--- config.mk ---
export PLATFORM = sky130hd
export DESIGN_NAME = dmem_arbiter
export DESIGN_NICKNAME = d
export VERILOG_FILES = /design/src/rtl/dmem_arbiter.sv
export SDC_FILE = /design/constraint.sdc
export NUM_CORES = 1
export LEC_CHECK = 0
export ABC_AREA = 1
export ABC_CLOCK_PERIOD_IN_PS = 1800
export CAP_MARGIN = 30
export CORE_AREA = 3 3 115 117
export CTS_CLUSTER_SIZE = 30
export DETAILED_ROUTE_END_ITERATION = 16
export DIE_AREA = 0 0 118 120
export GPL_ROUTABILITY_DRIVEN = 0
export GPL_TIMING_DRIVEN = 0
export PLACE_DENSITY_LB_ADDON = 0.2
export SLEW_MARGIN = 5
export SYNTH_ARGS = -nofsm -noshare
export SYNTH_HDL_FRONTEND = slang
export SYNTH_SLANG_ARGS = --single-unit
--- constraint.sdc ---
create_clock -name clk -period 1.8 [get_ports clk]
set_input_delay 0.36 -clock clk [delete_from_list [all_inputs] [get_ports clk]]
set_output_delay 0.36 -clock clk [all_outputs]
set_load 0.02 [all_outputs]
--- src/rtl/dmem_arbiter.sv ---
`default_nettype none
// ============================================================================
//  Module   : dmem_arbiter
//  Purpose  : Two-port (CPU MEM stage / DMA loader) arbiter in front of a
//             single-port data memory with one-cycle read latency. The CPU
//             wins by default; a starved DMA port is forced through after
//             MAX_WAIT consecutive losing cycles.
//  Revision : 1.0 - initial release
// ============================================================================
module dmem_arbiter #(
  parameter int ADDR_W   = 32,
  parameter int DATA_W   = 32,
  parameter int MAX_WAIT = 4
) (
  input  logic              clk,
  input  logic              reset,
  // CPU MEM-stage port
  input  logic              cpu_req,
  input  logic              cpu_we,
  input  logic [ADDR_W-1:0] cpu_addr,
  input  logic [DATA_W-1:0] cpu_wdata,
  output logic              cpu_gnt,
  output logic              cpu_rvalid,
  output logic              cpu_stall,
  output logic [DATA_W-1:0] cpu_rdata,
  // DMA / loader port
  input  logic              dma_req,
  input  logic              dma_we,
  input  logic [ADDR_W-1:0] dma_addr,
  input  logic [DATA_W-1:0] dma_wdata,
  output logic              dma_gnt,
  output logic              dma_rvalid,
  output logic [DATA_W-1:0] dma_rdata,
  // Single-port data memory
  output logic [ADDR_W-1:0] mem_addr,
  output logic [DATA_W-1:0] mem_din,
  output logic              mem_we,
  output logic              mem_re,
  input  logic [DATA_W-1:0] mem_dout
);

  localparam logic [3:0] c_max_wait = 4'(MAX_WAIT);

  typedef enum logic [1:0] {
    ST_IDLE   = 2'd0,
    ST_RD_CPU = 2'd1,
    ST_RD_DMA = 2'd2
  } state_t;

  state_t     r_state;
  state_t     w_state_next;
  logic [3:0] r_wait_cnt;
  logic       w_force_dma;
  logic       w_cpu_gnt;
  logic       w_dma_gnt;

  // Grant decision: CPU first unless the DMA port has starved long enough.
  // Reset masks every grant so nothing reaches the memory while held.
  always_comb begin
    w_force_dma = dma_req && (r_wait_cnt == c_max_wait);
    w_cpu_gnt   = !reset && cpu_req && !w_force_dma;
    w_dma_gnt   = !reset && dma_req && (w_force_dma || !cpu_req);
  end

  assign cpu_gnt   = w_cpu_gnt;
  assign dma_gnt   = w_dma_gnt;
  assign cpu_stall = !reset && cpu_req && !w_cpu_gnt;

  // Steer the granted port onto the memory bus; bus is all-zero when idle.
  always_comb begin
    mem_addr = '0;
    mem_din  = '0;
    mem_we   = 1'b0;
    mem_re   = 1'b0;
    if (w_cpu_gnt) begin
      mem_addr = cpu_addr;
      mem_din  = cpu_wdata;
      mem_we   = cpu_we;
      mem_re   = !cpu_we;
    end else if (w_dma_gnt) begin
      mem_addr = dma_addr;
      mem_din  = dma_wdata;
      mem_we   = dma_we;
      mem_re   = !dma_we;
    end
  end

  // DMA starvation counter: counts losing cycles, saturates, clears otherwise.
  always_ff @(posedge clk or posedge reset) begin
    if (reset) begin
      r_wait_cnt <= 4'd0;
    end else if (dma_req && !w_dma_gnt) begin
      if (r_wait_cnt < c_max_wait) begin
        r_wait_cnt <= r_wait_cnt + 4'd1;
      end
    end else begin
      r_wait_cnt <= 4'd0;
    end
  end

  // Read-in-flight state register; reset discards any pending return.
  always_ff @(posedge clk or posedge reset) begin
    if (reset) begin
      r_state <= ST_IDLE;
    end else begin
      r_state <= w_state_next;
    end
  end

  // Next state depends only on this cycle's read grant, from any state.
  always_comb begin
    w_state_next = ST_IDLE;
    if (w_cpu_gnt && !cpu_we) begin
      w_state_next = ST_RD_CPU;
    end else if (w_dma_gnt && !dma_we) begin
      w_state_next = ST_RD_DMA;
    end
  end

  // Route returning memory data to the port that issued the read.
  always_comb begin
    cpu_rvalid = 1'b0;
    cpu_rdata  = '0;
    dma_rvalid = 1'b0;
    dma_rdata  = '0;
    case (r_state)
      ST_RD_CPU: begin
        cpu_rvalid = 1'b1;
        cpu_rdata  = mem_dout;
      end
      ST_RD_DMA: begin
        dma_rvalid = 1'b1;
        dma_rdata  = mem_dout;
      end
      default: ;
    endcase
  end

endmodule
`default_nettype wire

== Word-level counts from Yosys, hierarchy flattened ==
Cells that the tools add are included.

* Bits in registers: 6
* Input bits: 166
* Output and inout port bits: 135

* Add/sub/neg operators: 1
* Magnitude comparators: 1
* Equality and inequality tests: 4
* Multiplexer cells: 16
* Reductions and logical operators: 17

{| class="wikitable"
|+ Operators with widths
! cell !! number
|-
| 2-to-1 mux 32 bit || 6
|-
| logical AND 1 bit || 9
|-
| 2-to-1 mux 4 bit || 2
|-
| zero test 1 bit || 7
|-
| 2-to-1 mux 1 bit || 6
|-
| adder 4 x 1 -> 4 bit (second input constant) || 1
|-
| equality test 4 x 3 -> 1 bit (second input constant) || 1
|-
| less-than comparator 4 x 3 -> 1 bit (second input constant) || 1
|-
| 2-to-1 mux 2 bit || 2
|-
| equality test 2 x 1 -> 1 bit (second input constant) || 1
|-
| equality test 2 bit (second input constant) || 1
|-
| != test 2 x 1 -> 1 bit (second input constant) || 1
|-
| logical OR 1 bit || 1
|}

== Longest topological paths before layout ==
* Depth in word-level cells: 7
* Depth in mapped cells: 11
* Depth with buffers taken out: 9

== Least setup slack after synthesis ==
No wires, ideal clock.

* Path type: register -> output
* Start point: register r_state[1]
* End point: output cpu_rdata[10]
* Arrival time: 1.362 ns
* Path slack: 0.078 ns
* Stages on the path, launching flop included: 5
* Cells stage by stage: dfrtp_1 -> nor2_1 -> inv_1 -> clkbuf_1 -> nor2_1

* Cells in the longest elaborated chain, start to end: 2

{| class="wikitable"
|+ RTL lines
! element !! RTL line !! text
|-
| from (decl) || 50 || <nowiki>state_t r_state;</nowiki>
|-
| from (signal assigned) || 106 || <nowiki>r_state <= w_state_next;</nowiki>
|-
| equality test 2 x 1 -> 1 bit || 126 || <nowiki>case (r_state)</nowiki>
|-
| 2-to-1 mux 32 bit || 126 ||
|-
| to (decl) || 25 || <nowiki>output logic [DATA_W-1:0] cpu_rdata,</nowiki>
|}

Every way passes these cells.

== Worst setup path after layout ==
* Start point: register r_wait_cnt[1]
* End point: output mem_din[5]

* Cells in the longest elaborated chain, start to end: 6
* Elaborated cells between the ends (all ways): 8
* Classes of those cells: eq/ne (1); mux (2); reduce/logical (5)

{| class="wikitable"
|+ RTL lines
! element !! RTL line !! text
|-
| from (decl) || 52 || <nowiki>logic [3:0] r_wait_cnt;</nowiki>
|-
| from (signal assigned) || 94 || <nowiki>r_wait_cnt <= r_wait_cnt + 4'd1;</nowiki>
|-
| equality test 4 x 3 -> 1 bit (*) || 60 || <nowiki>w_force_dma = dma_req && (r_wait_cnt == c_max_wait);</nowiki>
|-
| logical AND 1 bit (*) || 60 ||
|-
| logical OR 1 bit || 62 || <nowiki>w_dma_gnt = !reset && dma_req && (w_force_dma || !cpu_req);</nowiki>
|-
| logical AND 1 bit || 62 ||
|-
| 2-to-1 mux 32 bit || 80 || <nowiki>end else if (w_dma_gnt) begin</nowiki>
|-
| 2-to-1 mux 32 bit (*) || 75 || <nowiki>if (w_cpu_gnt) begin</nowiki>
|-
| to (decl) || 36 || <nowiki>output logic [DATA_W-1:0] mem_din,</nowiki>
|}

Mark *: on every way between the ends. The rest lies on a longest branch, timed or not.

==> results.yml <==
sta:
  finClkSkew_ns: 0.001490
  timing.slew.headroom: 0.8130
  setup_violations: 69
  fmax_ghz: 0.4816
  rsz0062_at_grt: "yes"
  final.setup.worst_slack_ns: -0.2763
  maxSlewViolCount: 0
  hold_viol_final: 0
  worst_pin_slew_ns: 0.2801
  period_needed_ns: 2.076
  fin_crit_sh: 1.154
synthesis:
  synth_seq_cells: 6
  synth_async_sr_flop_share: 1.000
  syn_area_um2: 1709
  netlist.area_leader.share: 0.3009
  synth_nets: 535
  synth_cell_types: 19
  syn_inst: 367
  synth.avg_cell_area_um2: 4.657
  yosysSeqAreaShare: 0.08785
  synth_enable_flop_cells: 0
  yosys-top-cells-area: "nand2_1 (30%), nand3_1 (19%), nor2_1 (16%), inv_1 (10%), dfrtp_1 (8.8%)"
  synth_top_cell_by_area: "nand2_1"
  ys.flop_type: "dfrtp_1"
  yosysWarnings: 0
grt:
  grt-ovfl-total: 0
  grt_pass1_vias: 3564
  grt_max_degree: 11
  antenna_found_initial: 0
  grtUsageTotal: 0.1519
  grt_pass1_wl_um: 17790
clock_network:
  cts_max_path_buffers: 2
  cts_hold_buf: 0
  clkSlewWorstSetupHoldPaths_ns: 0.03
  clkLatencyLatePin_ns: 0.23
  root_buffer: "clkbuf_16"
  cts_tree: "yes"
  cts_buffers: 3
  cts.sinks: 6
  htree_levels: 1
floorplan:
  pin_count: 301
  die_y_um: 120
  rows: 41
  fp.dieW_um: 118
  core_um2: 12470
  start_util: 0.1371
  die-area_um2: 14160
worst_setup_path:
  worst_ep_required_time_ns: 1.44
  critPathCaptureType: "primary output"
  crit_type: "register to primary output"
  startpoint_type: "register"
  crit_arrival_ns: 1.72
  critPathMaxFanout: 5
routing:
  wl_um: 12210
  drt_iter0_drc: 115
  firstDrtPassIters: 4
  wl_per_cell_um: 14.08
  num_vias: 3565
  drc: 0
  vias_per_cell: 4.112
  ant_nets: 0
power_and_ir_drop:
  vdd_drop_max_mv: 0.2356
  powerDensity_nw_per_um2: 326.1
  leakagePower_nw: 2.959
placed_design:
  port_buffers: 300
  dp_cells: 839
  dp_hpwl_um: 9774
outcome:
  violations: "negative setup slack"
  status: "finished with violations"
layout:
  area_growth_pct: 228.3
  diodes: 0
  fin_util: 0.4502
  nets: 865
  layout.cells.non_filler: 867
  drive_gt1_frac: 0.4043
flow_run:
  maxCapViolations: 0
worst_hold_path:
  hp-class: "primary input to asynchronous set/reset pin"
==> cell usage after synthesis (2+ instances only) <==
library cell	instances
nand2_1	137
nor2_1	71
nand3_1	65
inv_1	46
clkbuf_1	8
buf_6	7
buf_2	6
dfrtp_1	6
buf_4	5
inv_2	3
a21oi_1	2
ha_1	2
nand2_2	2
nor2_2	2
==> through the flow <==
| step | setup WS [ns] | setup TNS (ns) | cell area (um^2) | hold WS [ns] | total power [W] |
|---|---|---|---|---|---|
| finish | -0.2763 | -15.96 | 5612 | 0.1119 | 0.001830 |
| global route | -0.3555 | -21.78 | 5612 | 0.1524 | 0.001935 |
| CTS | -0.3131 | -18.31 | 5338 | 0.2965 | 0.001733 |
| detailed placement | -0.9905 | -73.88 | 4927 | 0.5374 | 0.001260 |
| global placement | -0.9713 | -71.63 | 4927 | 0.5224 | 0.001250 |
| floorplan | 0.07826 | 0 | 1709 | 0.1510 | 0.0005674 |
==> logic make-up (layout without fill, tap and decap cells) <==
logic type | after synthesis | count (layout) | synth area share
simple gates | 279 | 279 | 0.6691
buf+inv | 76 | 404 | 0.2130
flops | 6 | 6 | 0.08785
compound gates | 3 | 3 | 0.01025
fa+ha+maj | 2 | 2 | 0.01464
xor+xnor | 1 | 1 | 0.005125
==> worst paths after layout <==
check / cells past startpoint / slack (ns) / start / to
setup / recovery: 12 / -0.28 / r_wait_cnt[1]$_DFFE_PP0P_ / mem_din[5]
hold / removal: 2 / 0.11 / reset / r_wait_cnt[2]$_DFFE_PP0P_
setup reg to reg: 12 / 0.26 / r_wait_cnt[1]$_DFFE_PP0P_ / r_state[1]$_DFF_PP0_
hold reg to reg: 2 / 0.57 / r_wait_cnt[2]$_DFFE_PP0P_ / r_wait_cnt[2]$_DFFE_PP0P_
max in group asynchronous: 2 / 1.50 / reset / r_state[1]$_DFF_PP0_
min in group clk: 3 / 0.40 / dma_req / r_wait_cnt[3]$_DFFE_PP0P_
==> state kept, by name, indices dropped and copies added, names as in the netlist <==
register	cells
r_wait_cnt	4
r_state	2
==> area by class of cell <==
type,instances,area (um^2)
flip-flops and latches,6,150.1
repair buffers,325,3156
fillers,1320,6854
plain buffers,27,311.5
well taps,172,215.2
clock buffers,3,75.07
multi-input cells,285,1513
inverters,49,191.4
==> placed cells by master (no fill, tap or decap), types with 5 or more instances in the layout <==
cell | synthesis | final
clkbuf_2 | 0 | 26
nand2_1 | 137 | 65
buf_2 | 6 | 30
buf_8 | 0 | 11
nand3_2 | 0 | 7
nand3_1 | 65 | 56
buf_4 | 5 | 21
clkdlybuf4s15_2 | 0 | 8
clkdlybuf4s50_1 | 0 | 162
buf_6 | 7 | 71
nand2_2 | 2 | 63
dlygate4sd2_1 | 0 | 5
nand2_4 | 0 | 11
inv_2 | 3 | 7
nor2_1 | 71 | 69
clkbuf_16 | 0 | 8
dfrtp_1 | 6 | 6
inv_1 | 46 | 41
==> report_power, final <==
group | switching [W] | total [W] | internal, W
Combinational | 0.000580 | 0.00133 | 0.000746
Sequential | 0.00000602 | 0.000150 | 0.000144
Clock | 0.0000689 | 0.000353 | 0.000284
Total | 0.000655 | 0.00183 | 0.00117
==> worst max-delay path, stage by stage (launching register included) <==
cell and delay, ns:
dfrtp_1 0.38, inv_2 0.09, ha_4 0.14, nand2_2 0.05, inv_2 0.06, nand2_4 0.07, nand2_4 0.10, inv_8 0.05
clkbuf_16 0.16, buf_6 0.13, nand2_1 0.05, nand2_1 0.07, buf_6 0.14
==> repair_timing <==
item | 4_1_cts | 5_1_grt
cloned | 4 | 5
setup buffers | 7 | 10
gates resized for setup | 652 | 148
pin swaps | 13 | 45
endpoints found under the setup margin | 135 | 120
==> layer usage <==
layer,GRT usage,vias up,share of wire
li1,-,1760,-
met1,0.1498,1591,0.36
met2,0.3137,196,0.55
met3,0.03629,18,0.072
met4,0.03736,0,0.019
met5,0,-,0
No activity file was read; power rests on OpenSTA's default activity.
